### config.mk
export PLATFORM = sky130hd
export DESIGN_NAME = wave_rate_ctrl
export DESIGN_NICKNAME = d
export VERILOG_FILES = /design/src/rtl/wave_pkg.sv /design/src/rtl/seq_div.sv /design/src/rtl/wave_rate_ctrl.sv
export SDC_FILE = /design/constraint.sdc
export NUM_CORES = 1
export LEC_CHECK = 0
export BUFFER_PORTS_ARGS = -buffer_cell sky130_fd_sc_hd__buf_2
export CAP_MARGIN = 20
export CORE_MARGIN = 4
export CORE_UTILIZATION = 35
export CTS_CLUSTER_DIAMETER = 200
export CTS_CLUSTER_SIZE = 24
export DETAILED_ROUTE_END_ITERATION = 10
export MAX_ROUTING_LAYER = met4
export PLACE_DENSITY_LB_ADDON = 0.08
export SLEW_MARGIN = 10
export SYNTH_ARGS = -nofsm -noshare
export SYNTH_HDL_FRONTEND = slang
export SYNTH_SLANG_ARGS = --single-unit
### constraint.sdc
create_clock -name clk -period 4.3 [get_ports clk]
set_input_delay 0.86 -clock clk [delete_from_list [all_inputs] [get_ports clk]]
set_output_delay 0.86 -clock clk [all_outputs]
set_load 0.03 [all_outputs]
### src/rtl/wave_pkg.sv
// Shared constants, FSM state type and quotient saturation for the wave rate controller.
package wave_pkg;

    localparam int CLK_HZ_DEFAULT     = 50_000_000;
    localparam int PHASE_BITS_DEFAULT = 12;
    localparam int FREQ_W             = 8;
    localparam int DIVIDEND_W         = 26;
    localparam int DIVISOR_W          = 20;
    localparam int PERIOD_W           = 16;

    typedef enum logic [1:0] {
        IDLE,
        DIV,
        ARM
    } rate_state_e;

    function automatic logic [PERIOD_W-1:0] saturate_period(input logic [DIVIDEND_W-1:0] q);
        return (|q[DIVIDEND_W-1:PERIOD_W]) ? {PERIOD_W{1'b1}} : q[PERIOD_W-1:0];
    endfunction

endpackage

### src/rtl/seq_div.sv
// Start/done restoring divider producing one quotient bit per cycle (DIVIDEND_W cycles).
module seq_div #(
    parameter int DIVIDEND_W = 26,
    parameter int DIVISOR_W  = 20
) (
    input  logic                  clk,
    input  logic                  rst_n,
    input  logic                  start,
    input  logic [DIVIDEND_W-1:0] dividend,
    input  logic [DIVISOR_W-1:0]  divisor,
    output logic                  done,
    output logic [DIVIDEND_W-1:0] quotient
);

    localparam int CNT_W = $clog2(DIVIDEND_W + 1);

    logic [DIVIDEND_W-1:0] quo_q;
    logic [DIVISOR_W-1:0]  rem_q;
    logic [DIVISOR_W-1:0]  dsr_q;
    logic [CNT_W-1:0]      cnt_q;
    logic                  run_q;
    logic [DIVISOR_W:0]    trial;
    logic [DIVISOR_W-1:0]  diff;
    logic                  fits;

    // The remainder stays below the divisor, so the difference always fits in DIVISOR_W bits.
    always_comb begin
        trial = {rem_q, quo_q[DIVIDEND_W-1]};
        fits  = trial >= {1'b0, dsr_q};
        diff  = trial[DIVISOR_W-1:0] - dsr_q;
    end

    // NOTE: state registers use non-blocking assignments so every flop samples pre-edge values.
    always_ff @(posedge clk or negedge rst_n) begin
        if (!rst_n) begin
            quo_q <= '0;
            rem_q <= '0;
            dsr_q <= '0;
            cnt_q <= '0;
            run_q <= 1'b0;
            done  <= 1'b0;
        end else begin
            done <= 1'b0;
            if (start) begin
                quo_q <= dividend;
                rem_q <= '0;
                dsr_q <= divisor;
                cnt_q <= CNT_W'(DIVIDEND_W);
                run_q <= 1'b1;
            end else if (run_q) begin
                quo_q <= {quo_q[DIVIDEND_W-2:0], fits};
                rem_q <= fits ? diff : trial[DIVISOR_W-1:0];
                cnt_q <= cnt_q - CNT_W'(1);
                if (cnt_q == CNT_W'(1)) begin
                    run_q <= 1'b0;
                    done  <= 1'b1;
                end
            end
        end
    end

    assign quotient = quo_q;

endmodule

### src/rtl/wave_rate_ctrl.sv
// Sample-rate controller: frequency request -> divider period, sample strobe and table phase.
// Define WAVE_RATE_ROUND_EN to round the period to nearest instead of flooring it.
module wave_rate_ctrl
    import wave_pkg::*;
#(
    parameter int CLK_HZ     = CLK_HZ_DEFAULT,
    parameter int PHASE_BITS = PHASE_BITS_DEFAULT
) (
    input  logic                  clk,
    input  logic                  rst_n,
    input  logic                  cfg_valid,
    output logic                  cfg_ready,
    input  logic [FREQ_W-1:0]     cfg_freq,
    input  logic                  run_en,
    output logic                  sample_stb,
    output logic [PHASE_BITS-1:0] phase,
    output logic                  wrap,
    output logic                  busy,
    output logic [PERIOD_W-1:0]   period
);

    rate_state_e           state_q, state_d;
    logic                  accept, div_start, div_done, apply;
    logic [DIVIDEND_W-1:0] dividend, quotient;
    logic [DIVISOR_W-1:0]  divisor;
    logic [PERIOD_W-1:0]   pending_q, period_q, cnt_q;
    logic [PHASE_BITS-1:0] phase_q;

    assign busy       = (state_q != IDLE);
    assign cfg_ready  = !busy;
    assign accept     = cfg_valid && cfg_ready;
    assign sample_stb = run_en && (period_q != '0) && (cnt_q == period_q - PERIOD_W'(1));
    assign wrap       = sample_stb && (&phase_q);
    // New rates land only on a table boundary, or immediately when nothing is being played.
    assign apply      = (state_q == ARM) && (wrap || !run_en || (period_q == '0));

    assign divisor = DIVISOR_W'(cfg_freq) << PHASE_BITS;
`ifdef WAVE_RATE_ROUND_EN
    assign dividend = DIVIDEND_W'(CLK_HZ) + (DIVIDEND_W'(cfg_freq) << (PHASE_BITS - 1));
`else
    assign dividend = DIVIDEND_W'(CLK_HZ);
`endif

    seq_div #(
        .DIVIDEND_W(DIVIDEND_W),
        .DIVISOR_W (DIVISOR_W)
    ) u_div (
        .clk     (clk),
        .rst_n   (rst_n),
        .start   (div_start),
        .dividend(dividend),
        .divisor (divisor),
        .done    (div_done),
        .quotient(quotient)
    );

    always_ff @(posedge clk or negedge rst_n) begin
        if (!rst_n) state_q <= IDLE;
        else        state_q <= state_d;
    end

    // NOTE: every signal written here gets a default first, so no latch can be inferred.
    always_comb begin
        state_d   = state_q;
        div_start = 1'b0;
        case (state_q)
            IDLE: if (accept) begin
                state_d   = (cfg_freq == '0) ? ARM : DIV;
                div_start = (cfg_freq != '0);
            end
            DIV:     if (div_done) state_d = ARM;
            ARM:     if (apply)    state_d = IDLE;
            default: state_d = IDLE;
        endcase
    end

    always_ff @(posedge clk or negedge rst_n) begin
        if (!rst_n) begin
            pending_q <= '0;
        end else if (accept && (cfg_freq == '0)) begin
            pending_q <= '0;
        end else if ((state_q == DIV) && div_done) begin
            pending_q <= saturate_period(quotient);
        end
    end

    // A wrap-triggered load also takes the strobe, so phase lands on 0 with the new rate.
    always_ff @(posedge clk or negedge rst_n) begin
        if (!rst_n) begin
            period_q <= '0;
            cnt_q    <= '0;
            phase_q  <= '0;
        end else if (apply) begin
            period_q <= pending_q;
            cnt_q    <= '0;
            if (pending_q == '0)  phase_q <= '0;
            else if (sample_stb)  phase_q <= phase_q + PHASE_BITS'(1);
        end else if (sample_stb) begin
            cnt_q   <= '0;
            phase_q <= phase_q + PHASE_BITS'(1);
        end else if (run_en && (period_q != '0)) begin
            cnt_q <= cnt_q + PERIOD_W'(1);
        end
    end

    assign period = period_q;
    assign phase  = phase_q;

endmodule

==> flow_summary.yaml, run 1 <==
setup_path:
  arrival_ns: 3.09
  endpoint_kind: "output port"
  reg2reg_from: "period[0]"
  cp.required_ns: 3.44
  crit_fanout: 13
  reg2reg_depth: 8
  r2r_end: "period[0]"
  critPathLaunchType: "flip-flop"
  worst-r2r-setup-slack_ns: 0.64
  critPathKind: "flip-flop to output port"
min_path:
  worst_hold_startpoint: "u_div.done"
  holdPathEnd: "state_q[0]"
  hold_path_class: "flip-flop to flip-flop"
  min_path_cells: 1
clock_network:
  root_buffer: "clkbuf_16"
  numCtsBuffers: 17
  clock_latency_ns: 0.42
  clock_path_buffers: 2
  clkTransAtPathRegs_ns: 0.06
  post_cts_buffers: 0
  tritoncts: "yes"
  holdBufCountCts: 0
  htreeDepth: 4
  cts_resized: 0
  clock-sinks: 123
floorplan:
  die_h_um: 145
  start_util_pct: 36.0
  die_area_sq_mm: 0.0210
  die_width_um: 145
  ioPinCount: 44
  rows: 49
  coreArea_sq_mm: 0.0182
job:
  cap_violations: 0
synthesis:
  yosys-top-cells-area: "dfrtp_1, mux2i_1, nor2_1"
  ys_seq_elements: 123
  seq_area_frac_synth_pct: 47.0
  syn_nets: 707
  ys_warn_count: 0
  ys_async_sr_fraction_pct: 100
  yosys.area.top_type: "dfrtp_1"
  synth-main-ff-cell: "dfrtp_1"
  syn_inst: 680
  syn_avg_cell_area_sq_um: 9.64
  synth_edf_count: 0
  synthTopCellsByCount: "dfrtp_1, nor2_1, nand2_1"
  yosysMostFrequentCell: "dfrtp_1"
  synth_top_area_share_pct: 47.0
  yosysUniqueCellTypes: 62
  netlist_area_sq_mm: 0.00655
sta:
  maxSlewViolCount: 0
  fmax_mhz: 253
  max_slew_margin_pct: 41.6
  setup_ws_ns: 0.348
  fin_crit_ns: 3.95
  worstMarginPinSlew_ns: 0.876
  fin_skew_ns: 0.0101
  final.setup.tns_ns: 0
  rsz0062_at_grt: "no"
  finalSetupViolCount: 0
  hold_violations: 0
  min_period_over_period_pct: 91.9
power_and_ir_drop:
  ir_drop_mv: 0.307
  leakagePower_uw: 0.00370
  power_density_mw_per_mm2: 903
grt:
  grt_max_degree: 65
  grt_pass1_wl_um: 26500
  grt_pass1_vias: 5116
  antenna_found_initial: 0
  grt_overflow: 0
  grt_use_total_pct: 16.5
detailed_routing:
  route.detailed.drc: 0
  vias_per_cell: 5.17
  drtIter0Drc: 189
  routed_wirelength_um: 15600
  wl_per_cell_um: 16.3
  vias: 4944
  final_antenna_net_count: 0
  firstDrtPassIters: 4
final_layout:
  num_antenna_cells: 0
  area_growth_pct: 16.6
  fillers: 1793
  register_area_sq_mm: 0.00308
  layout-drive-gt1-share_pct: 14.4
  fin_nets: 743
  multiInputGateArea_sq_mm: 0.00327
place:
  portBuffers: 43
  dp_slack_ns: 0.601
  hpwlAfterDp_um: 11300
  place_congestion: 0.845
status:
  status: "completed"
==> cells in the final DEF (no fill, tap or decap), drive strengths merged, types with 19 or more instances in the layout <==
master and count:
dfrtp 123, nor4 25, nand2 75, clkbuf 20, o21ai 52, xnor2 32, buf 55, mux2i 41
nor2 83, nand3 19
==> cell families (layout without fill, tap and decap cells) <==
family / Yosys count / count (layout) / share of synthesized area [%]
and+or+nand+nor: 275 / 275 / 20.6
buffers and inverters: 54 / 102 / 3.28
muxes: 58 / 58 / 9.18
DFF: 123 / 123 / 47.0
AOI/OAI and AO/OA: 109 / 109 / 10.8
adders and majority gates: 15 / 15 / 2.98
xor gates and xnor gates: 46 / 46 / 6.15
==> stage by stage <==
| step | std cells | utilization (%) | total power, uW | instance area (sq um) | hold WS (ns) |
|---|---|---|---|---|---|
| after floorplan | 680 | - | 4510 | 6550 | 0.436 |
| after global placement | 926 | 38.5 | 5340 | 7010 | 0.480 |
| after detailed placement | 926 | 38.5 | 5410 | 7010 | 0.484 |
| after CTS | 957 | 41.9 | 6950 | 7630 | 0.492 |
| after global routing | 957 | 41.9 | 7470 | 7640 | 0.501 |
| final | 957 | 41.9 | 6900 | 7640 | 0.479 |
==> registers in the layout, indices dropped and copies added, names as in the netlist <==
name	count
phase	12
state_q	2
u_div.dsr_q	8
period	16
u_div.done	1
u_div.quotient	26
u_div.run_q	1
cnt_q	16
u_div.rem_q	20
pending_q	16
u_div.cnt_q	5
==> per-layer routing <==
metal  part of all wire (%)  GRT usage (%)  vias up
met5                      0              -        -
met4                    1.8           5.30        0
met2                     48           26.3       57
met3                    3.0           4.21       18
li1                       -              -     2475
met1                     47           20.5     2394
==> power by group <==
group / total, uW / internal [uW] / switching [uW] / leakage, uW
sequential: 2080 / 1600 / 480 / 0.00152
clock: 1490 / 981 / 513 / 0.000292
combinational: 3320 / 1380 / 1940 / 0.00189
==> critical path: stages, from the launching register on <==
cell and delay [ns]:
dfrtp_1 0.54, nor4_4 0.54, nand4_1 0.23, nor4b_1 0.35, nor3_1 0.10, or2_2 0.35, nor4_1 0.31, buf_2 0.26
==> how the worst max path moves through the flow <==
stage	from	to	slack [ns]	cells after the start
floorplan	period[2]	wrap	0.25	9
global placement	period[0]	period[0]	0.67	8
detailed placement	period[6]	period[0]	0.60	8
CTS	period[6]	wrap	0.17	7
global route	period[6]	wrap	0.06	7
finish	period[6]	wrap	0.35	7
==> final cells by class <==
type	count	share of cell area [%]
inverters	16	0.786
clock buffers	20	5.85
clock inverters	11	2.23
repair buffers	55	4.19
well taps	229	3.75
flip-flops and latches	123	40.3
multi-input cells	503	42.9
Power figures use the tool's default switching activity.
==> inputs of run 2 (changes only) <==
- CORE_ASPECT_RATIO: default -> 1.2
- SYNTH_HIERARCHICAL: default -> 1
==> flow_summary.yaml, run 2 <==
status:
  status: "completed"
floorplan:
  die_width_um: 145
  ioPinCount: 44
  die_area_sq_mm: 0.0250
  start_util_pct: 35.9
  coreArea_sq_mm: 0.0219
  rows: 59
  die_h_um: 172
synthesis:
  netlist_area_sq_mm: 0.00788
  ys_seq_elements: 135
  syn_inst: 843
  ys_warn_count: 6
  seq_area_frac_synth_pct: 42.9
  ys_async_sr_fraction_pct: 100
  yosysUniqueCellTypes: 73
  synth_top_area_share_pct: 42.9
  synth_edf_count: 0
  yosysMostFrequentCell: "dfrtp_1"
  syn_avg_cell_area_sq_um: 9.35
  synthTopCellsByCount: "dfrtp_1, nand2_1, o21ai_0"
  yosys.area.top_type: "dfrtp_1"
  yosys-top-cells-area: "dfrtp_1, o21ai_0, nand2_1"
  synth-main-ff-cell: "dfrtp_1"
clock_network:
  post_cts_buffers: 0
  htreeDepth: 4
  tritoncts: "yes"
  cts_resized: 0
  clock_latency_ns: 0.42
  clock-sinks: 135
  numCtsBuffers: 17
  clock_path_buffers: 2
  clkTransAtPathRegs_ns: 0.06
  holdBufCountCts: 0
  root_buffer: "clkbuf_16"
place:
  place_congestion: 0.858
  portBuffers: 43
  hpwlAfterDp_um: 13000
  dp_slack_ns: 0.686
  numPlacedInstances: 1160
grt:
  antenna_found_initial: 0
  grt_pass1_vias: 6053
  grt_overflow: 0
  grt_pass1_wl_um: 32100
  grt_max_degree: 111
  grt_use_total_pct: 16.3
detailed_routing:
  wl_per_cell_um: 15.7
  vias_per_cell: 5.08
  route.detailed.drc: 0
  drtIter0Drc: 233
  routed_wirelength_um: 18800
  vias: 6061
  final_antenna_net_count: 0
  firstDrtPassIters: 4
min_path:
  hold_path_class: "input port to asynchronous set/reset pin"
setup_path:
  cp.required_ns: 3.44
  crit_fanout: 8
  endpoint_kind: "output port"
  crit_path_start: "period[6]"
  critPathLaunchType: "flip-flop"
  arrival_ns: 3.04
  reg2reg_from: "period[6]"
  critPathKind: "flip-flop to output port"
final_layout:
  final_common_cell: "dfrtp_1"
  num_antenna_cells: 0
  area_growth_pct: 14.3
  fin_nets: 944
  final_cells: 1192
  layout-drive-gt1-share_pct: 13.3
  most-common-layout-cells: "dfrtp_1, nand2_1, o21ai_0"
  largest_register_ffs: 26
sta:
  hold_violations: 0
  min_period_over_period_pct: 90.6
  fin_crit_ns: 3.90
  rsz0062_at_grt: "no"
  worstMarginPinSlew_ns: 1.12
  finalSetupViolCount: 0
  fmax_mhz: 257
  final.setup.tns_ns: 0
  fin_skew_ns: 0.0125
  max_slew_margin_pct: 25.7
  setup_ws_ns: 0.404
  maxSlewViolCount: 0
power_and_ir_drop:
  leakagePower_uw: 0.00407
  power_density_mw_per_mm2: 735
  ir_drop_mv: 0.305
  p_total_uw: 6620
job:
  cap_violations: 0
-- run 2: changes by cell type in the layout (fill, tap and decap cells not counted), sizes merged, moves of 17 or more --
cell / change
a31oi: +17
conb: +38
inv: +20
o21ai: +33
nand2: +20
nor2: -18
a21oi: +23
-- run 2: routing by layer --
metal / global-route usage, % / up-vias / part of all wire, %
met2: 28.4 / 80 / 51
met4: 5.08 / 0 / 1.3
met5: - / - / 0
li1: - / 3078 / -
met3: 3.25 / 15 / 2.7
met1: 19.1 / 2888 / 45
-- run 2: kinds of logic (layout without fill, tap and decap cells) --
family	count (synthesis)	count (layout)	share of synthesized area, %
AND/OR/NAND/NOR	288	288	18.4
AO/OA/AOI/OAI	214	214	17.2
flip-flops	135	135	42.9
buffers and inverters	79	118	4.54
multiplexers	54	54	7.64
XOR/XNOR	44	44	4.89
adder cells (fa/ha/maj)	27	27	4.38
other	2	38	0.0953
-- run 2: worst max-delay path, cell delays in order (launching register included) --
cell and delay [ns]:
dfrtp_1 0.46, nor4_1 0.68, nand4_1 0.21, xnor2_1 0.17, a211o_1 0.32, nor3_1 0.17
and3b_1 0.24, nand2_1 0.07, nor2_1 0.10, buf_2 0.20
-- run 2: final timing paths --
check	slack, ns	cells after the start	to
min in group clk	0.52	2	pending_q[14]
worst min-delay path	0.48	1	phase[6]
worst min register to register	0.52	2	pending_q[14]
max in group asynchronous	2.97	2	u_div/quotient[12]
worst max register to register	0.70	9	period[0]
worst max-delay path	0.40	9	wrap
-- run 2: per-stage QoR --
step | util [%] | cell area [sq um] | hold slack [ns]
floorplan | - | 8020 | 0.466
finish | 41.1 | 9000 | 0.478
detailed placement | 38.5 | 8440 | 0.504
global placement | 38.5 | 8440 | 0.496
global route | 41.1 | 9000 | 0.545
CTS | 41.1 | 9000 | 0.520
-- run 2: area by class of cell --
type	instances	area [sq um]
Tap cell	274	343
Timing Repair Buffer	50	287
Clock buffer	19	433
Clock inverter	13	133
Multi-Input combinational cell	665	4300
Inverter	36	135
Sequential cell	135	3380
Fill cell	2227	12900
-- run 2: power breakdown --
group / internal, uW / switching (uW) / leakage (uW)
logic: 1370 / 1720 / 0.00221
registers: 1740 / 379 / 0.00159
clock network: 848 / 564 / 0.000268
total: 3950 / 2670 / 0.00407
==> inputs of run 3 (changes only) <==
- ABC_AREA: default -> 1
==> flow_summary.yaml, run 3 <==
floorplan:
  ioPinCount: 44
  die_h_um: 181
  die_width_um: 152
  rows: 63
  coreArea_sq_mm: 0.0247
  die_area_sq_mm: 0.0276
  start_util_pct: 35.5
synthesis:
  yosysMostFrequentCell: "nand2_1"
  ys_warn_count: 6
  netlist_area_sq_mm: 0.00876
  synthTopCellsByCount: "nand2_1, inv_1, dfrtp_1"
  yosys-top-cells-area: "dfrtp_1, nand2_1, inv_1"
  syn_inst: 1255
  synth-main-ff-cell: "dfrtp_1"
  seq_area_frac_synth_pct: 38.6
  ys_async_sr_fraction_pct: 100
  yosysUniqueCellTypes: 46
  syn_avg_cell_area_sq_um: 6.98
  yosys.area.top_type: "dfrtp_1"
  ys_seq_elements: 135
  synth_top_area_share_pct: 38.6
  synth_edf_count: 0
sta:
  max_slew_margin_pct: 47.4
  hold_violations: 0
  worstMarginPinSlew_ns: 0.789
  finalSetupViolCount: 0
  final.setup.tns_ns: 0
  min_period_over_period_pct: 84.7
  whs_ns: 0.476
  fmax_mhz: 275
  fin_skew_ns: 0.0128
  fin_crit_ns: 3.64
  maxSlewViolCount: 0
  rsz0062_at_grt: "no"
setup_path:
  cp.required_ns: 3.44
  critPathLaunchType: "flip-flop"
  critPathKind: "flip-flop to output port"
  endpoint_kind: "output port"
  crit_fanout: 6
  worst-r2r-setup-slack_ns: 1.45
  arrival_ns: 2.78
final_layout:
  final_common_cell: "nand2_1"
  register_area_sq_mm: 0.00338
  stdcell_area_sq_mm: 0.0102
  layout-drive-gt1-share_pct: 10.2
  area_growth_pct: 16.4
  final_cells: 1668
  fillers: 2597
  largest_register_ffs: 26
  fin_nets: 1369
  multiInputGateArea_sq_mm: 0.00465
  most-common-layout-cells: "nand2_1, inv_1, dfrtp_1"
  num_antenna_cells: 0
status:
  status: "completed"
clock_network:
  clock_path_buffers: 2
  post_cts_buffers: 0
  clock-sinks: 135
  clkTransAtPathRegs_ns: 0.06
  cts_resized: 0
  root_buffer: "clkbuf_16"
  numCtsBuffers: 17
  holdBufCountCts: 0
  tritoncts: "yes"
  clock_latency_ns: 0.42
  htreeDepth: 4
grt:
  grt_use_total_pct: 17.8
  grt_pass1_wl_um: 39000
  grt_overflow: 0
  antenna_found_initial: 0
  grt_max_degree: 85
  grt-busiest-layer: "met2"
  grt_pass1_vias: 7554
  grt_use_met3_pct: 3.04
  gr-usage-met2_pct: 33.2
  use_met1_pct: 20.2
detailed_routing:
  routed_wirelength_um: 23400
  firstDrtPassIters: 6
  vias_per_cell: 4.59
  vias: 7648
  wl_per_cell_um: 14.0
  route.detailed.drc: 0
  drtIter0Drc: 347
  final_antenna_net_count: 0
place:
  dpl_cell_area_sq_mm: 0.00945
  place_congestion: 0.903
  numPlacedInstances: 1636
  hpwlAfterDp_um: 17500
  portBuffers: 43
job:
  cap_violations: 0
min_path:
  hold_path_class: "flip-flop to flip-flop"
==> run 3: routing by layer <==
metal | up-vias | wire length (um)
met5 | - | 0
met4 | 0 | 241
met3 | 18 | 426
met2 | 70 | 12500
met1 | 3489 | 10200
li1 | 4071 | -
==> run 3: critical path, cell delays in order (launching register included) <==
cell	delay, ns
dfrtp_1	0.43
inv_1	0.13
ha_1	0.25
nand3_1	0.17
nor2_1	0.16
nand2_1	0.06
nand2_1	0.13
nand2_1	0.06
nor2_1	0.09
nand2_1	0.07
nor2_1	0.16
nand2_1	0.19
nor4_1	0.22
buf_2	0.25
==> run 3: final cells by class <==
type,instances,area share (%)
multi-input cells,937,45.6
flip-flops and latches,135,33.1
inverters,184,6.77
clock buffers,17,4.17
well taps,325,3.99
repair buffers,55,3.18
clock inverters,15,3.14
==> run 3: path summary, 6_finish.rpt <==
check	start	to	cells past startpoint
min in group asynchronous	rst_n	cnt_q[9]	1
min reg2reg	u_div/done	state_q[0]	1
max	period[0]	wrap	13
max in group asynchronous	rst_n	cnt_q[0]	2
max reg2reg	period[0]	cnt_q[15]	15
min	u_div/done	state_q[0]	1
==> run 3: stage by stage <==
stage	setup WS (ns)	utilization [%]
after floorplan	0.716	-
after global placement	1.17	38.3
after detailed placement	1.09	38.3
after CTS	0.636	41.3
after global routing	0.304	41.3
final	0.658	41.3
==> run 3: cells by family (layout without fill, tap and decap cells) <==
kind of cell / count (synthesis) / count (layout) / share of synthesized area (%)
AOI/OAI and AO/OA: 94 / 94 / 6.84
xor gates and xnor gates: 36 / 36 / 3.60
adders and majority gates: 27 / 27 / 3.94
buffers and inverters: 219 / 271 / 10.0
DFF: 135 / 135 / 38.6
other: 2 / 38 / 0.0857
and+or+nand+nor: 742 / 742 / 37.0
Power of run 3 is left out: the tool's default activity adds up to more than one toggle a clock period on the data nets, which glitch-free logic cannot reach.
